--- src/rtl/thor2023_wb_arbiter_if.sv ---
`timescale 1ns/1ps
`default_nettype none
// ============================================================================
// Module : thor2023_wb_pkg / thor2023_wb_arbiter_if
// Purpose: 128-bit wishbone command/response types and the bundle that
//          connects the cache controllers and the shared master port to the
//          arbiter.
// Ports  : req_i    per-requester command (into arbiter)
//          resp_o   per-requester response (out of arbiter)
//          wbm_req  shared bus command (out of arbiter)
//          wbm_resp shared bus response (into arbiter)
//          grant_o  one-hot grant, busy_o arbiter not idle
// Rev    : 1.0  initial release
// ============================================================================
package thor2023_wb_pkg;

  typedef struct packed {
    logic         cyc;
    logic         stb;
    logic         we;
    logic [15:0]  sel;
    logic [31:0]  vadr;
    logic [127:0] data1;
    logic [7:0]   tid;
    logic [3:0]   cid;
  } wb_cmd_request128_t;

  typedef struct packed {
    logic         ack;
    logic         rty;
    logic         err;
    logic [127:0] dat;
    logic [7:0]   tid;
    logic [3:0]   cid;
  } wb_cmd_response128_t;

endpackage

interface thor2023_wb_arbiter_if #(
  parameter int NREQ = 3
) ();

  thor2023_wb_pkg::wb_cmd_request128_t  [NREQ-1:0] req_i;
  thor2023_wb_pkg::wb_cmd_response128_t [NREQ-1:0] resp_o;
  thor2023_wb_pkg::wb_cmd_request128_t             wbm_req;
  thor2023_wb_pkg::wb_cmd_response128_t            wbm_resp;
  logic                                [NREQ-1:0] grant_o;
  logic                                            busy_o;

  // Arbiter side
  modport slave (
    input  req_i, wbm_resp,
    output resp_o, wbm_req, grant_o, busy_o
  );

  // Requesters / bus side
  modport master (
    output req_i, wbm_resp,
    input  resp_o, wbm_req, grant_o, busy_o
  );

endinterface
`default_nettype wire

--- src/rtl/thor2023_wb_arbiter.sv ---
`timescale 1ns/1ps
`default_nettype none
// ============================================================================
// Module : thor2023_wb_arbiter
// Purpose: Round-robin sharing of one 128-bit wishbone master port between
//          the icache (0), dcache (1) and table walker (2). One transaction
//          at a time; responses go only to the granted requester; a hang
//          timeout turns a lost response into an err.
// Ports  : clk_i  clock
//          rst_i  asynchronous active-high reset
//          bus    thor2023_wb_arbiter_if.slave (req_i, resp_o, wbm_req,
//                 wbm_resp, grant_o, busy_o)
// Rev    : 1.0  initial release
// ============================================================================
module thor2023_wb_arbiter
  import thor2023_wb_pkg::*;
#(
  parameter int NREQ    = 3,
  parameter int TO_BITS = 11
) (
  input wire                    clk_i,
  input wire                    rst_i,
  thor2023_wb_arbiter_if.slave  bus
);

  localparam int GW = (NREQ > 1) ? $clog2(NREQ) : 1;
  localparam logic [TO_BITS-1:0] TO_ALL_ONES = '1;
  // The counter is 0 in the first granted cycle, so when it holds
  // all-ones minus one the count is about to reach all-ones: that is the
  // (2**TO_BITS-1)th silent cycle and the access is declared lost.
  localparam logic [TO_BITS-1:0] TO_FIRE = TO_ALL_ONES - 1'b1;

  typedef enum logic [1:0] {
    ST_IDLE  = 2'd0,
    ST_GRANT = 2'd1,
    ST_DROP  = 2'd2,
    ST_ERR   = 2'd3
  } state_e;

  state_e               state_q, state_d;
  logic [GW-1:0]        gnt_q, gnt_d;
  logic [GW-1:0]        rr_q, rr_d;
  logic [TO_BITS-1:0]   to_cnt_q, to_cnt_d;

  logic                 pick_vld;
  logic [GW-1:0]        pick;
  logic [GW-1:0]        idx_v;
  logic [GW-1:0]        gnt_inc;
  logic                 resp_any;
  wb_cmd_request128_t   cur_req;
  wb_cmd_request128_t   wbm_req_c;
  wb_cmd_response128_t  err_resp;
  wb_cmd_response128_t  [NREQ-1:0] resp_c;
  logic [NREQ-1:0]      grant_c;

  assign cur_req  = bus.req_i[gnt_q];
  assign resp_any = bus.wbm_resp.ack | bus.wbm_resp.rty | bus.wbm_resp.err;
  assign gnt_inc  = (int'(gnt_q) == NREQ - 1) ? '0 : gnt_q + GW'(1);

  // First requester with cyc at or after rr_q, wrapping
  always_comb begin
    pick_vld = 1'b0;
    pick     = '0;
    idx_v    = '0;
    for (int i = 0; i < NREQ; i++) begin
      idx_v = GW'((int'(rr_q) + i) % NREQ);
      if (!pick_vld && bus.req_i[idx_v].cyc) begin
        pick_vld = 1'b1;
        pick     = idx_v;
      end
    end
  end

  always_ff @(posedge clk_i or posedge rst_i) begin
    if (rst_i) begin
      state_q  <= ST_IDLE;
      gnt_q    <= '0;
      rr_q     <= '0;
      to_cnt_q <= '0;
    end else begin
      state_q  <= state_d;
      gnt_q    <= gnt_d;
      rr_q     <= rr_d;
      to_cnt_q <= to_cnt_d;
    end
  end

  always_comb begin
    state_d  = state_q;
    gnt_d    = gnt_q;
    rr_d     = rr_q;
    to_cnt_d = to_cnt_q;
    case (state_q)
      ST_IDLE: begin
        if (pick_vld) begin
          gnt_d    = pick;
          state_d  = ST_GRANT;
          to_cnt_d = '0;
        end
      end
      ST_GRANT: begin
        to_cnt_d = to_cnt_q + 1'b1;
        // A response outranks an abandon, which outranks the timeout
        if (resp_any) begin
          if (cur_req.cyc) begin
            state_d = ST_DROP;
          end else begin
            state_d = ST_IDLE;
            rr_d    = gnt_inc;
          end
        end else if (!cur_req.cyc) begin
          state_d = ST_IDLE;
          rr_d    = gnt_inc;
        end else if (to_cnt_q == TO_FIRE) begin
          state_d = ST_ERR;
        end
      end
      ST_ERR: begin
        state_d = ST_DROP;
      end
      ST_DROP: begin
        if (!cur_req.cyc) begin
          state_d = ST_IDLE;
          rr_d    = gnt_inc;
        end
      end
      default: begin
        state_d = ST_IDLE;
      end
    endcase
  end

  always_comb begin
    wbm_req_c    = '0;
    resp_c       = '0;
    grant_c      = '0;
    err_resp     = '0;
    err_resp.err = 1'b1;
    err_resp.tid = cur_req.tid;
    err_resp.cid = cur_req.cid;
    case (state_q)
      ST_GRANT: begin
        wbm_req_c      = cur_req;
        resp_c[gnt_q]  = bus.wbm_resp;
      end
      ST_ERR, ST_DROP: begin
        // Control forced low so a late-deasserting requester cannot start
        // a second access on the shared bus.
        wbm_req_c     = cur_req;
        wbm_req_c.cyc = 1'b0;
        wbm_req_c.stb = 1'b0;
        wbm_req_c.we  = 1'b0;
        wbm_req_c.sel = '0;
        if (state_q == ST_ERR) begin
          resp_c[gnt_q] = err_resp;
        end
      end
      default: begin
      end
    endcase
    if (state_q != ST_IDLE) begin
      grant_c[gnt_q] = 1'b1;
    end
  end

  assign bus.wbm_req = wbm_req_c;
  assign bus.resp_o  = resp_c;
  assign bus.grant_o = grant_c;
  assign bus.busy_o  = (state_q != ST_IDLE);

endmodule
`default_nettype wire

--- src/flat_wrapper.sv ---
// flat-port wrapper written by rule: the top's interface ports become plain ports
module thor2023_wb_arbiter_flat import thor2023_wb_pkg::*;
#(
  parameter int NREQ    = 3,
  parameter int TO_BITS = 11
)
  (clk_i, rst_i, bus_req_i, bus_wbm_resp, bus_resp_o, bus_wbm_req, bus_grant_o, bus_busy_o);
  thor2023_wb_arbiter_if #(.NREQ(NREQ)) bus_i ();
  input wire clk_i;
  input wire rst_i;
  input wire logic [$bits(bus_i.req_i)-1:0] bus_req_i;
  input wire logic [$bits(bus_i.wbm_resp)-1:0] bus_wbm_resp;
  output wire logic [$bits(bus_i.resp_o)-1:0] bus_resp_o;
  output wire logic [$bits(bus_i.wbm_req)-1:0] bus_wbm_req;
  output wire logic [$bits(bus_i.grant_o)-1:0] bus_grant_o;
  output wire logic [$bits(bus_i.busy_o)-1:0] bus_busy_o;
  assign bus_i.req_i = bus_req_i;
  assign bus_i.wbm_resp = bus_wbm_resp;
  assign bus_resp_o = bus_i.resp_o;
  assign bus_wbm_req = bus_i.wbm_req;
  assign bus_grant_o = bus_i.grant_o;
  assign bus_busy_o = bus_i.busy_o;
  thor2023_wb_arbiter #(.NREQ(NREQ), .TO_BITS(TO_BITS)) u_core (.clk_i(clk_i), .rst_i(rst_i), .bus(bus_i));
endmodule
--- config.mk ---
export PLATFORM = sky130hd
export DESIGN_NAME = thor2023_wb_arbiter_flat
export DESIGN_NICKNAME = d
export VERILOG_FILES = /design/src/rtl/thor2023_wb_arbiter_if.sv /design/src/rtl/thor2023_wb_arbiter.sv /design/src/flat_wrapper.sv
export SDC_FILE = /design/constraint.sdc
export NUM_CORES = 1
export LEC_CHECK = 0
export BUFFER_PORTS_ARGS = -buffer_cell sky130_fd_sc_hd__buf_2
export CORE_AREA = 4 4 513 515
export CTS_BUF_LIST = sky130_fd_sc_hd__clkbuf_4 sky130_fd_sc_hd__clkbuf_8
export DETAILED_ROUTE_END_ITERATION = 10
export DIE_AREA = 0 0 517 519
export GPL_TIMING_DRIVEN = 0
export PLACE_DENSITY = 0.3
export SLEW_MARGIN = 20
export SYNTH_ARGS = -nofsm -noshare
export SYNTH_HDL_FRONTEND = slang
export SYNTH_SLANG_ARGS = --single-unit
--- constraint.sdc ---
create_clock -name clk_i -period 3.9 [get_ports clk_i]
set_input_delay 0.195 -clock clk_i [delete_from_list [all_inputs] [get_ports clk_i]]
set_output_delay 0.195 -clock clk_i [all_outputs]
set_load 0.05 [all_outputs]
# --- After elaboration in Yosys (flattened, before gate mapping) ---
# Index checks and enable logic that the tools add are counted.
totals:
  reg_bits: 17
  input_bits: 718
classes:
  reduce_logical: 14
  n_eq_ne: 8
  n_bitwise: 5
  mux: 32
  addsub: 4
  magnitude_cmp: 5
  div: 3
op_table:
  columns: ["operator", "n"]
  rows:
  - ["binary-select mux 191 bit (select 2 bit)", 4]
  - ["one-hot mux 429 bit (2 select lines)", 1]
  - ["2-to-1 mux 191 bit", 4]
  - ["AND 427 x 429 -> 429 bit", 1]
  - ["AND 429 bit", 1]
  - ["2-to-1 mux 429 bit", 1]
  - ["one-hot mux 191 bit (2 select lines)", 1]
  - ["demux 143 bit (select 2 bit)", 1]
  - ["2-to-1 mux 143 bit", 1]
  - ["modulo 32 x 3 -> 32 bit (second input constant)", 2]
  - ["modulo 3 x 3 -> 32 bit (second input constant)", 1]
  - ["one-hot mux 11 bit (2 select lines)", 1]
  - ["2-to-1 mux 2 bit", 10]
  - ["< comparator 2 x 3 -> 1 bit (second input constant)", 4]
  - ["adder 11 x 1 -> 11 bit (second input constant)", 1]
  - ["== test 11 bit (second input constant)", 1]
  - ["2-to-1 mux 11 bit", 1]
  - ["one-hot mux 2 bit (4 select lines)", 1]
  - ["== test 2 bit (second input constant)", 3]
  - ["AND reduction 2 bit", 3]
  - ["2-to-1 mux 1 bit", 4]
  - ["!= test 4 x 3 -> 1 bit (second input constant)", 1]
  - ["nonzero test 2 bit", 2]
  - ["OR reduction 2 bit", 2]
  - ["other kinds (15)", 19]

# --- Logic depth before layout (Yosys ltp) ---
depth:
  word_depth: 12
  mapped_depth: 9

# --- Worst setup path before layout ---
# No wires, ideal clock.
synth_timing:
  path_type: "reg-to-output"
  from: "reg u_core.state_q[1]"
  to: "out bus_resp_o[65]"
  t_arrival_ns: 2.487
  path_stages_with_launch: 8
  setup_slack_ns: 1.218
  t_required_ns: 3.705
  path_cell_list: "dfrtp_1 -> inv_1 -> ha_1 -> buf_2 -> clkbuf_1 -> clkbuf_1 -> nand2_1 -> nor3_1"
synth_between:
  elab_chain_cells: 3
  elab_cells_between_ends: 6
  cone_classes: "eq/ne (3); mux (2); reduce/logical (1)"
synth_rtl:
  columns: ["item", "line", "rtl"]
  rows:
  - ["start, declared", "thor2023_wb_arbiter.sv:40", "state_e state_q, state_d;"]
  - ["start signal, assigned", "thor2023_wb_arbiter.sv:81", "state_q <= state_d;"]
  - ["== test 2 bit, on equally long branches", "thor2023_wb_arbiter.sv:141, thor2023_wb_arbiter.sv:154", null]
  - ["2-to-1 mux 429 bit / OR reduction 2 bit (equally long branches)", "thor2023_wb_arbiter.sv:154, thor2023_wb_arbiter.sv:141", null]
  - ["one-hot mux 429 bit (2 select lines) (*)", "thor2023_wb_arbiter.sv:141", "case (state_q)"]
  - ["end, declared", "flat_wrapper.sv:13", "output wire logic [$bits(bus_i.resp_o)-1:0] bus_resp_o;"]
# Every way passes the cells marked *; elsewhere a longest branch is shown, timed or not.

# --- Final worst setup path ---
layout_timing:
  from: "reg u_core.gnt_q[1]"
  to: "out bus_wbm_req[66]"
layout_between:
  elab_chain_cells: 3
layout_rtl:
  columns: ["item", "line", "rtl"]
  rows:
  - ["start, declared", "thor2023_wb_arbiter.sv:41", "logic [GW-1:0] gnt_q, gnt_d;"]
  - ["start signal, assigned", "thor2023_wb_arbiter.sv:82", "gnt_q <= gnt_d;"]
  - ["binary-select mux 191 bit (select 2 bit)", "thor2023_wb_arbiter.sv:56", "assign cur_req = bus.req_i[gnt_q];"]
  - ["2-to-1 mux 191 bit (not written as such)", "thor2023_wb_arbiter.sv:56", null]
  - ["one-hot mux 191 bit (2 select lines)", "thor2023_wb_arbiter.sv:141", null]
  - ["end, declared", "flat_wrapper.sv:14", "output wire logic [$bits(bus_i.wbm_req)-1:0] bus_wbm_req;"]
# Every way passes these cells. The select of a mux whose other input is x is not followed.

==> flow_summary.toml <==
[timing]
fin_crit_sh_pct = 95.4
hold_slack_ps = 74.4
setup_violations = 0
fin_skew_ps = 7.19
hold_viol_final = 0
tightest_slew_ps = 1110
fmax_mhz = 269
setup-tns-final_ps = 0
relSlewSlack_pct = 25.4
fin_crit_ps = 3720
finalMaxSlewViolations = 0

[die]
dieArea_sq_um = 268000
die_h_microns = 519
die_x_microns = 517
rows = 187
ios = 1342
initial_utilization_pct = 3.48
coreArea_sq_um = 259000

[global_routing]
grt_max_degree = 20
grt_pass1_vias = 17900
antenna_found_initial = 226
grt_pass1_wl_microns = 248000
overflow = 0
track_usage_pct = 14.9

[cells_and_area]
drive_gt1_share_pct = 51.3
area_growth_pct = 128
nNetsFinal = 3593
fin_area_sq_um = 20500
fin_util_pct = 7.92

[synth]
syn-num-nets = 2238
synth_adder_area_share_pct = 1.53
postSynth.asyncResetShare_pct = 100
synth_simple_gate_area_share_pct = 48.5
ys_seq_area_share_pct = 4.73
synth_top_area_share_pct = 27.0
yosys-top-cells-area = "and2_1 27%, mux2i_1 22%, nor2_1 17%"
synth_area_leader_cell = "and2_1"
ys_types = 48
synthXorXnorAreaFrac_pct = 0
syn_inst = 1509
synthMuxAreaShare_pct = 22.1
yosys_warnings = 0
synth_compound_area_share_pct = 16.0
synth_seq_cells = 17
synth_area_sq_um = 9000
synth_top_family_by_area = "simple AND/OR/NAND/NOR gates"
synth_ff_type = "dfrtp_1"
synth_area_per_cell_sq_um = 5.97
synth_edf_count = 0

[clock_tree]
cts_max_path_buffers = 2
ctsHoldBuffers = 0
clk_latency_ps = 270
cts_root_buf = "clkbuf_8"
htree_levels = 1
tritoncts = "done"
cts_buffers = 3
cts.sinks = 17
clk_pin_slew_ps = 80

[route]
routed-wl-met3_microns = 25900
drc = 0
via_per_inst = 2.89
top_layer = "met5"
vias = 18300
wl_met2_microns = 109000
dr.pass1.iters = 5
routed_wl_microns = 212000
first_iter_violations = 1117
avgRoutedWirePerCell_microns = 33.4
met1_length_microns = 67400
ant_nets = 0

[critical_path]
critPathKind = "flop to output pin"
reg2reg_depth = 7
path_max_fanout = 10
r2r_setup_slack_ps = 1320
required_ps = 3700
end_kind = "output pin"
cp_data_arrival_time_ps = 3530
cp-start-kind = "flop"

[placement]
port_buffers = 1341
dpl_cell_area_sq_um = 20200
dp_hpwl_microns = 198000
place.gp.congestion = 0.944

[hold_path]
hold_path.class = "input port to asynchronous set/reset pin"

[power_and_ir_drop]
power_leakage_uw = 0.0103
peakVddDrop_mv = 0.293
power_density_nw_per_um2 = 849

[run_status]
status = "finished clean"

[run]
drv_cap = 0
==> cells in the mapped netlist, types with 3 or more instances <==
library cell and count:
o41ai_1 3, o21ai_1 5, inv_1 11, a21o_1 6, nor3_1 6, nand4_1 3, nand2b_1 4, o21bai_1 3
nor2_1 418, buf_2 52, clkbuf_1 83, nand2_1 17, a21oi_1 192, a22oi_1 8, mux2i_1 195, a21boi_0 8
and2_1 389, ha_1 11, or2_2 4, o31ai_1 7, buf_1 4, nor2b_1 16, dfrtp_1 17, o21ai_0 13
nand3_1 5
==> logic make-up (layout without fill, tap and decap cells) <==
| group | Yosys count | in the layout |
|---|---|---|
| buffers and inverters | 152 | 1506 |
| muxes | 198 | 198 |
| other | 0 | 74 |
| DFF | 17 | 17 |
| adders and majority gates | 11 | 11 |
| and+or+nand+nor | 872 | 872 |
| AOI/OAI and AO/OA | 259 | 259 |
==> final cells by class <==
type | count | area (sq um)
fillers | 31100 | 238000
flip-flops and latches | 17 | 425
diodes | 74 | 185
clock buffers | 3 | 41.3
clock inverters | 1 | 5.00
well taps | 3402 | 4260
repair buffers | 1351 | 6900
inverters | 12 | 45.0
multi-input cells | 1340 | 8000
plain buffers | 139 | 653
==> report_power, final <==
group	internal (uW)	switching, uW	total [uW]
Sequential	219	46.9	266
Combinational	3420	13600	17000
Clock	71.3	74.6	146
Total	3710	13700	17400
==> worst max-delay path, stage by stage (launching register included) <==
cell and delay, ps:
dfrtp_1 330, buf_2 350, clkbuf_2 500, buf_2 570, mux2i_1 850, nor2_1 100, a21oi_1 160, nor2_1 50
buf_2 260
==> flip-flops by register name, summed over array words and instances, names as in the netlist <==
register / count
u_core.gnt_q: 2
u_core.rr_q: 2
u_core.state_q: 2
u_core.to_cnt_q: 11
==> final timing paths <==
kind | startpoint | to
min in group clk_i | bus_req_i[381] | u_core.gnt_q[0]$_DFFE_PP0P_
worst min register to register | u_core.to_cnt_q[10]$_DFFE_PP0P_ | u_core.to_cnt_q[10]$_DFFE_PP0P_
worst min-delay path | rst_i | u_core.to_cnt_q[1]$_DFFE_PP0P_
worst max-delay path | u_core.gnt_q[1]$_DFFE_PP0P_ | bus_wbm_req[66]
max in group asynchronous | rst_i | u_core.gnt_q[1]$_DFFE_PP0P_
worst max register to register | u_core.gnt_q[0]$_DFFE_PP0P_ | u_core.state_q[1]$_DFFE_PP0P_
==> what timing repair did <==
item	4_1_cts	5_1_grt
pin swaps	1	0
endpoints found under the setup margin	335	23
setup buffers	1	0
resized for setup	27	14
==> stage by stage <==
stage          std cells  total power (uW)  setup slack (ps)
6_report            6339             17400               178
4_1_cts             6265             17900              1.95
5_1_grt             6318             18400             -1.32
2_1_floorplan       1509              9980              1220
3_3_place_gp        6252             17500             -1750
3_5_place_dp        6261             17700              -614
==> layout by cell type, fill, tap and decap left out, drive strengths merged, types with 3 or more instances in the layout <==
cell type / count
a21o: 6
nand3: 5
nor3: 6
o21ai: 19
nand2: 17
o31ai: 7
o41ai: 3
and2: 389
mux2i: 195
buf: 1403
o21bai: 3
nor2b: 16
a22oi: 8
inv: 12
nor2: 419
dfrtp: 17
nand4: 3
nand2b: 4
mux2: 3
ha: 11
a21boi: 8
diode: 74
clkbuf: 89
or2: 4
a21oi: 193
==> routing by layer <==
metal,global-route usage (%),vias up
li1,-,7733
met1,13.9,8547
met2,28.5,1532
met3,7.11,444
met4,3.96,84
met5,0,-
(Power assumes the default switching activity.)
